<file path="config.mk">
export PLATFORM = sky130hd
export DESIGN_NAME = sram_march_bist_flat
export DESIGN_NICKNAME = d
export VERILOG_FILES = /design/src/rtl/sram_bist_pkg.sv /design/src/rtl/sram_march_bist_if.sv /design/src/rtl/sram_bist_addr_gen.sv /design/src/rtl/sram_march_bist.sv /design/src/flat_wrapper.sv
export SDC_FILE = /design/constraint.sdc
export NUM_CORES = 1
export LEC_CHECK = 0
export ABC_AREA = 1
export CORE_MARGIN = 4
export CORE_UTILIZATION = 35
export DETAILED_ROUTE_END_ITERATION = 12
export PLACE_DENSITY = 0.67
export SLEW_MARGIN = 30
export SYNTH_ARGS = -nofsm -noshare
export SYNTH_HDL_FRONTEND = slang
export SYNTH_HIERARCHICAL = 1
export SYNTH_SLANG_ARGS = --single-unit
</file>
<file path="constraint.sdc">
create_clock -name clk0 -period 3.3 [get_ports clk0]
set_input_delay 0.99 -clock clk0 [delete_from_list [all_inputs] [get_ports clk0]]
set_output_delay 0.99 -clock clk0 [all_outputs]
set_load 0.02 [all_outputs]
</file>
<file path="src/rtl/sram_bist_pkg.sv">
// Shared types and March C- element table for the SRAM BIST.
// Bit i of each ELEM_* vector describes March element i.
package sram_bist_pkg;

  typedef enum logic [1:0] {
    IDLE,
    RUN,
    DRAIN,
    DONE
  } state_t;

  localparam int ELEM_W = 3;
  localparam logic [ELEM_W-1:0] ELEM_LAST = 3'd5;

  // E0 up(w0) E1 up(r0,w1) E2 up(r1,w0)
  // E3 dn(r0,w1) E4 dn(r1,w0) E5 up(r0)
  localparam logic [7:0] ELEM_DOWN   = 8'b0001_1000;
  localparam logic [7:0] ELEM_TWO    = 8'b0001_1110;
  localparam logic [7:0] ELEM_READ   = 8'b0011_1110;
  localparam logic [7:0] ELEM_RD_ONE = 8'b0001_0100;
  localparam logic [7:0] ELEM_WR_ONE = 8'b0000_1010;

endpackage

</file>
<file path="src/rtl/sram_march_bist_if.sv">
// Macro-side pins of the single-port SRAM.
// master drives csb0/web0/addr0/din0 and receives dout0.
interface sram_march_bist_if #(
  parameter int DATA_WIDTH = 8,
  parameter int ADDR_WIDTH = 7
);
  logic                  csb0;
  logic                  web0;
  logic [ADDR_WIDTH-1:0] addr0;
  logic [DATA_WIDTH-1:0] din0;
  logic [DATA_WIDTH-1:0] dout0;

  modport master (
    output csb0, web0, addr0, din0,
    input  dout0
  );

  modport slave (
    input  csb0, web0, addr0, din0,
    output dout0
  );
endinterface

</file>
<file path="src/rtl/sram_bist_addr_gen.sv">
// Up/down address counter for March elements.
// Ports: clk, rstb, load (with down), step, addr, last.
module sram_bist_addr_gen #(
  parameter int ADDR_WIDTH = 7,
  parameter int RAM_DEPTH  = 1 << ADDR_WIDTH
) (
  input  logic                  clk,
  input  logic                  rstb,
  input  logic                  load,
  input  logic                  down,
  input  logic                  step,
  output logic [ADDR_WIDTH-1:0] addr,
  output logic                  last
);

  localparam logic [ADDR_WIDTH-1:0] ADDR_MAX =
    ADDR_WIDTH'(RAM_DEPTH - 1);

  logic down_q;

  always_ff @(posedge clk) begin
    if (!rstb) begin
      addr   <= '0;
      down_q <= 1'b0;
    end else if (load) begin
      down_q <= down;
      addr   <= down ? ADDR_MAX : '0;
    end else if (step) begin
      addr <= down_q ? addr - 1'b1 : addr + 1'b1;
    end
  end

  assign last = down_q ? (addr == '0) : (addr == ADDR_MAX);

endmodule

</file>
<file path="src/rtl/sram_march_bist.sv">
// March C- BIST controller in front of a 1RW SRAM macro.
// Ports: clk0/rstb0, start, func_* passthrough, mem (macro), status.
module sram_march_bist
  import sram_bist_pkg::*;
#(
  parameter int DATA_WIDTH = 8,
  parameter int ADDR_WIDTH = 7,
  parameter int RAM_DEPTH  = 1 << ADDR_WIDTH
) (
  input  logic                  clk0,
  input  logic                  rstb0,
  input  logic                  start,
  input  logic                  func_csb0,
  input  logic                  func_web0,
  input  logic [ADDR_WIDTH-1:0] func_addr0,
  input  logic [DATA_WIDTH-1:0] func_din0,
  sram_march_bist_if.master     mem,
  output logic                  busy,
  output logic                  done,
  output logic                  pass,
  output logic [ADDR_WIDTH-1:0] fail_addr,
  output logic [ELEM_W-1:0]     fail_elem,
  output logic [DATA_WIDTH-1:0] fail_data
);

  state_t state_q, state_d;

  logic [ELEM_W-1:0]     elem_q, elem_d, nxt_elem;
  logic                  phase_q, phase_d, nxt_phase;
  logic                  csb_q, csb_d;
  logic                  web_q, web_d;
  logic [DATA_WIDTH-1:0] din_q, din_d;
  logic                  issue;
  logic                  ag_load, ag_down, ag_step, ag_last;
  logic [ADDR_WIDTH-1:0] ag_addr;
  logic                  last_phase, acc_start, mismatch;
  logic                  fail_q;

  logic                  cmp_vld_q;
  logic [DATA_WIDTH-1:0] cmp_exp_q;
  logic [ADDR_WIDTH-1:0] cmp_addr_q;
  logic [ELEM_W-1:0]     cmp_elem_q;

  sram_bist_addr_gen #(
    .ADDR_WIDTH (ADDR_WIDTH),
    .RAM_DEPTH  (RAM_DEPTH)
  ) u_addr_gen (
    .clk  (clk0),
    .rstb (rstb0),
    .load (ag_load),
    .down (ag_down),
    .step (ag_step),
    .addr (ag_addr),
    .last (ag_last)
  );

  assign last_phase = !ELEM_TWO[elem_q] || phase_q;
  assign acc_start  = start &&
    (state_q == IDLE || state_q == DONE);
  assign busy = (state_q == RUN) || (state_q == DRAIN);
  assign done = (state_q == DONE);
  assign mismatch = cmp_vld_q && (mem.dout0 != cmp_exp_q);

  // Sequencer: the op held in csb/web/din/addr is the one the
  // macro samples on the next edge; here we pick the op after it.
  always_comb begin
    state_d   = state_q;
    elem_d    = elem_q;
    phase_d   = phase_q;
    csb_d     = csb_q;
    web_d     = web_q;
    din_d     = din_q;
    nxt_elem  = elem_q;
    nxt_phase = phase_q;
    issue     = 1'b0;
    ag_load   = 1'b0;
    ag_down   = 1'b0;
    ag_step   = 1'b0;
    unique case (state_q)
      IDLE, DONE: begin
        if (start) begin
          state_d   = RUN;
          nxt_elem  = '0;
          nxt_phase = 1'b0;
          ag_load   = 1'b1;
          issue     = 1'b1;
        end
      end
      RUN: begin
        if (!last_phase) begin
          nxt_phase = 1'b1;
          issue     = 1'b1;
        end else if (!ag_last) begin
          ag_step   = 1'b1;
          nxt_phase = 1'b0;
          issue     = 1'b1;
        end else if (elem_q == ELEM_LAST) begin
          state_d = DRAIN;
          csb_d   = 1'b1;
          web_d   = 1'b1;
        end else begin
          nxt_elem  = elem_q + 3'd1;
          nxt_phase = 1'b0;
          ag_load   = 1'b1;
          issue     = 1'b1;
        end
      end
      DRAIN: state_d = DONE;
    endcase
    if (issue) begin
      elem_d  = nxt_elem;
      phase_d = nxt_phase;
      ag_down = ELEM_DOWN[nxt_elem];
      csb_d   = 1'b0;
      web_d   = ELEM_READ[nxt_elem] && !nxt_phase;
      din_d   = {DATA_WIDTH{ELEM_WR_ONE[nxt_elem]}};
    end
  end

  always_ff @(posedge clk0) begin
    if (!rstb0) begin
      state_q    <= IDLE;
      elem_q     <= '0;
      phase_q    <= 1'b0;
      csb_q      <= 1'b1;
      web_q      <= 1'b1;
      din_q      <= '0;
      cmp_vld_q  <= 1'b0;
      cmp_exp_q  <= '0;
      cmp_addr_q <= '0;
      cmp_elem_q <= '0;
      fail_q     <= 1'b0;
      pass       <= 1'b0;
      fail_addr  <= '0;
      fail_elem  <= '0;
      fail_data  <= '0;
    end else begin
      state_q    <= state_d;
      elem_q     <= elem_d;
      phase_q    <= phase_d;
      csb_q      <= csb_d;
      web_q      <= web_d;
      din_q      <= din_d;
      // The read sampled by the macro on this edge is checked
      // on the next one.
      cmp_vld_q  <= (state_q == RUN) && !csb_q && web_q;
      cmp_exp_q  <= {DATA_WIDTH{ELEM_RD_ONE[elem_q]}};
      cmp_addr_q <= ag_addr;
      cmp_elem_q <= elem_q;
      if (acc_start) begin
        fail_q    <= 1'b0;
        pass      <= 1'b0;
        fail_addr <= '0;
        fail_elem <= '0;
        fail_data <= '0;
      end else begin
        if (mismatch && !fail_q) begin
          fail_q    <= 1'b1;
          fail_addr <= cmp_addr_q;
          fail_elem <= cmp_elem_q;
          fail_data <= mem.dout0;
        end
        if (state_q == DRAIN) begin
          pass <= !(fail_q || mismatch);
        end
      end
    end
  end

  always_comb begin
    if (busy) begin
      mem.csb0  = csb_q;
      mem.web0  = web_q;
      mem.addr0 = ag_addr;
      mem.din0  = din_q;
    end else begin
      mem.csb0  = func_csb0;
      mem.web0  = func_web0;
      mem.addr0 = func_addr0;
      mem.din0  = func_din0;
    end
  end

endmodule
</file>
<file path="src/flat_wrapper.sv">
// flat-port wrapper written by rule: the top's interface ports become plain ports
module sram_march_bist_flat import sram_bist_pkg::*;
#(
  parameter int DATA_WIDTH = 8,
  parameter int ADDR_WIDTH = 7,
  parameter int RAM_DEPTH  = 1 << ADDR_WIDTH
)
  (clk0, rstb0, start, func_csb0, func_web0, func_addr0, func_din0, busy, done, pass, fail_addr, fail_elem, fail_data, mem_csb0, mem_web0, mem_addr0, mem_din0, mem_dout0);
  sram_march_bist_if #(.DATA_WIDTH(DATA_WIDTH), .ADDR_WIDTH(ADDR_WIDTH)) mem_i ();
  input  logic clk0;
  input  logic rstb0;
  input  logic start;
  input  logic func_csb0;
  input  logic func_web0;
  input  logic [ADDR_WIDTH-1:0] func_addr0;
  input  logic [DATA_WIDTH-1:0] func_din0;
  output logic busy;
  output logic done;
  output logic pass;
  output logic [ADDR_WIDTH-1:0] fail_addr;
  output logic [ELEM_W-1:0] fail_elem;
  output logic [DATA_WIDTH-1:0] fail_data;
  output wire logic [$bits(mem_i.csb0)-1:0] mem_csb0;
  output wire logic [$bits(mem_i.web0)-1:0] mem_web0;
  output wire logic [$bits(mem_i.addr0)-1:0] mem_addr0;
  output wire logic [$bits(mem_i.din0)-1:0] mem_din0;
  input wire logic [$bits(mem_i.dout0)-1:0] mem_dout0;
  assign mem_csb0 = mem_i.csb0;
  assign mem_web0 = mem_i.web0;
  assign mem_addr0 = mem_i.addr0;
  assign mem_din0 = mem_i.din0;
  assign mem_i.dout0 = mem_dout0;
  sram_march_bist #(.DATA_WIDTH(DATA_WIDTH), .ADDR_WIDTH(ADDR_WIDTH), .RAM_DEPTH(RAM_DEPTH)) u_core (.clk0(clk0), .rstb0(rstb0), .start(start), .func_csb0(func_csb0), .func_web0(func_web0), .func_addr0(func_addr0), .func_din0(func_din0), .mem(mem_i), .busy(busy), .done(done), .pass(pass), .fail_addr(fail_addr), .fail_elem(fail_elem), .fail_data(fail_data));
endmodule
</file>
==> Flow_metrics.wiki <==
{| class="wikitable"
! Metric !! Value
|-
| Critical path data arrival time || 2.18 ns
|-
| Number of setup buffers added after CTS || 0
|-
| Number of hold buffers added after CTS || 0
|-
| Clock insertion delay at the later pin of the skew report || 0.31 ns
|-
| Growth of design area from synthesis to finish || 31.85%
|-
| Clk sinks || 50
|-
| Initial antenna violation count || 0
|-
| Net count after synthesis || 477
|-
| Antenna Violating Nets Remaining || 0
|-
| CTS tree || yes
|-
| Die Y-Extent || 97.21 um
|-
| Top area cells in the synthesized netlist || dfxtp_1, nand2_1, inv_1
|-
| TritonCTS Buffers || 5
|-
| Cell variety after synth || 33
|-
| Fraction of layout cells with a size suffix above 1 || 0.06375
|-
| Overall die area || 9449 um2
|-
| Total via count after detailed routing || 2699
|-
| Type of element launching the critical path || input port
|-
| Standard-cell row count || 32
|-
| Critical path's largest stage delay || 0.60 ns
|-
| Internal power || 1.488 mW
|-
| Post-synthesis instance area || 2785 um2
|-
| Worst Min Path Start || u_core/cmp_elem_q[1]$_SDFF_PN0_
|-
| PortBufs || 65
|-
| Antenna cells || 0
|-
| Yosys warns || 6
|-
| Sum of negative setup slack || 0 ns
|-
| Unrepaired setup endpoints after global routing || false
|-
| Cell class contributing the biggest share of worst-path delay || buffers and inverters
|-
| Total power consumption of the routed design || 2.706 mW
|-
| Number of buffers on the longest clock path || 2
|-
| Final setup violation count || 0
|-
| Setup CP Type || input port to output pin
|-
| CTS clock-pin slew for the worst setup and hold paths || 0.09 ns
|-
| Crit Reg-Reg Startpoint || u_core/u_addr_gen/down_q$_SDFFE_PN0P_
|-
| Crit end category || output pin
|-
| Critical path, cell by cell || clkdlybuf4s50_1 -> nand2_1 -> nand2_1 -> clkdlybuf4s50_1
|-
| Maximum clock frequency || 315.9 MHz
|-
| Final-stage net count || 544
|-
| Ratio of total power to cell area || 736.9 nW/um2
|-
| Part of the power in the clock network || 0.135
|-
| Maximum VDD drop || 293.3 uV
|-
| Slowest CP cell || clkdlybuf4s50_1
|-
| Count of final hold-check violations || 0
|-
| Remaining max-slew budget at the tightest pin || 0.6256
|-
| Setup crit start || func_din0[1]
|-
| Via count of the first global-routing pass || 2622
|-
| Global routing usage summed across all routing layers || 0.1435
|-
| Max Slew Vio Count || 0
|-
| Util after Layout || 0.4752
|-
| Total length of routed wires || 6.557 mm
|-
| Result of the run || finished clean
|-
| Effective utilization at floorplan || 0.3604
|-
| Synth Area per Inst || 6.417 um2
|-
| CP bufs+invs || 2
|-
| I/O pins || 66
|-
| Switch share || 0.4501
|-
| Final cell area excluding filler cells || 3672 um2
|-
| Max Cap Viol || 0
|-
| Detailed-router iteration count before antenna repair || 4
|-
| Placeable core region || 7727 um2
|-
| Count of mapped cells out of synthesis || 434
|-
| Register share of total power || 0.303
|-
| DR DRC count || 0
|-
| Area fraction of the dominant cell type after synthesis || 0.3594
|-
| Global-route congestion overflow total || 0
|-
| Number of storage elements in the synthesis netlist || 50
|-
| Number of levels the H-tree was split into || 2
|-
| Final weighted congestion of routability-driven global placement || 0.7976
|-
| Clock period minus final worst setup slack || 3.166 ns
|-
| Switching pwr || 1.218 mW
|-
| Tcrit/Tclk final || 0.9594
|-
| Number of violations reported at the end of detailed-routing iteration 0 || 108
|-
| Post-synth top area cell || dfxtp_1
|-
| Combinational group share of total power || 0.562
|-
| Critical Path RT || 2.31 ns
|-
| Share of the yosys chip area belonging to registers || 0.3594
|-
| Root cell of the clock tree || clkbuf_8
|-
| Avg WL per Cell || 10.86 um
|-
| Pin count of the biggest net entering global routing || 27
|-
| Number of vias per cell || 4.469
|-
| Final Skew || 0.008022 ns
|-
| Actual slew at the worst max-slew pin || 0.5599 ns
|-
| Critical path fanouts, max || 1
|-
| Estimated wirelength of the detail-placed design || 4.957 mm
|-
| Die Wd || 97.21 um
|-
| Static leakage power || 1.968 nW
|-
| Placement Cell Area || 3560 um2
|-
| Kind of path behind the tightest hold check || register to register
|-
| Wire length of the first global-routing pass || 11.63 mm
|}
==> per-layer routing <==
layer	vias to the layer above	global-route usage	part of all wire
li1	1456	-	-
met1	1179	0.1762	0.47
met2	57	0.2505	0.46
met3	7	0.03518	0.055
met4	0	0.03672	0.011
met5	-	0	0
==> worst reg2reg max path: stages (launching register included) <==
cell	delay, ns
dfxtp_1	0.52
inv_1	0.14
nor4_1	0.20
nand2_1	0.08
o21ai_0	0.12
buf_4	0.21
nand4_1	0.11
nand3_1	0.12
nand2_1	0.10
inv_1	0.08
nand3_1	0.09
a21oi_1	0.13
nand2_1	0.10
inv_1	0.16
nor2_1	0.08
a21oi_1	0.15
==> flip-flops by register name, summed over array words and instances, names as in the netlist, named ones only <==
name and flops:
u_core/cmp_vld_q 1, u_core/din_q 1, u_core/cmp_elem_q 3, u_core/fail_elem 3, u_core/elem_q 3, u_core/cmp_exp_q 1, u_core/fail_data 8, u_core/cmp_addr_q 7
u_core/state_q 2, u_core/csb_q 1, u_core/u_addr_gen/addr 7, u_core/u_addr_gen/down_q 1, u_core/fail_addr 7, u_core/web_q 1, u_core/phase_q 1, u_core/fail_q 1
u_core/pass 1
==> synthesized netlist by cell type <==
cell      number
nand3_2        1
xor2_1         1
or2_1          1
buf_2          4
a21oi_2        1
nor2_2         1
nand2_2        5
o21ai_0       14
and3_1         1
inv_1         67
xnor2_1        1
dfxtp_1       50
nor3_1         1
o211a_1        1
nand4_1        8
a21boi_1       1
nor2_4         1
inv_2          4
nor4_1         3
buf_4          2
nor2_1        56
nand2_4        3
o22ai_1        1
nand3b_1       1
nand3_1       18
clkbuf_1       3
buf_1          1
buf_6          1
o21bai_1       1
fa_1           1
ha_1          14
nand2_1      147
a21oi_1       19
==> power groups by stage <==
stage / clock network [mW] / registers, mW / logic, mW
after global placement: 0 / 0.829 / 1.49
after global routing: 0.403 / 0.836 / 1.70
after floorplan: 0 / 0.823 / 0.958
final: 0.365 / 0.821 / 1.52
after CTS: 0.380 / 0.818 / 1.52
after detailed placement: 0 / 0.833 / 1.50
==> timing repair <==
item,4_1_cts,5_1_grt
pin swaps,0,0
endpoints found under the setup margin,8,16
cloned,0,0
gates resized for setup,1,4
==> stage by stage <==
step           worst slack (ns)  std cells  hold slack [ns]
4_1_cts                 0.06457        604           0.4719
6_report                 0.1339        604           0.4666
3_5_place_dp             0.1207        596           0.4471
3_3_place_gp             0.1186        596           0.4396
2_1_floorplan            0.6851        434           0.4238
5_1_grt                 0.04281        604           0.4962
==> path summary, 6_finish.rpt <==
kind	depth (start not counted)	to	slack, ns
worst min register to register	2	u_core/fail_elem[1]$_SDFFE_PP0P_	0.47
worst min-delay path	2	u_core/fail_elem[1]$_SDFFE_PP0P_	0.47
worst max register to register	15	u_core/u_addr_gen/addr[2]$_SDFFE_PN0P_	0.84
worst max-delay path	4	mem_din0[1]	0.13
==> cells in the final DEF (no fill, tap or decap), types with 8 or more instances in the layout <==
cell and count:
dfxtp_1 50, clkdlybuf4s50_1 63, nand4_1 8, nand3_1 18
a21oi_1 19, o21ai_0 14, ha_1 13, inv_1 67
nand2_1 146, nor2_1 56
==> area by class of cell <==
class	count	area (um2)
fillers	782	4055
multi-input cells	302	1471
flip-flops and latches	50	1001
repair buffers	71	713.2
inverters	71	266.5
well taps	102	127.6
clock buffers	5	68.82
clock inverters	3	23.77
==> logic make-up (layout without fill, tap and decap cells) <==
kind of cell / after synthesis / in the layout / synth area share
flops: 50 / 50 / 0.3594
simple gates: 247 / 247 / 0.3729
fa+ha+maj: 15 / 15 / 0.07008
xor+xnor: 2 / 2 / 0.006290
compound gates: 38 / 38 / 0.07368
buf+inv: 82 / 150 / 0.1177
(Power assumes the default switching activity.)
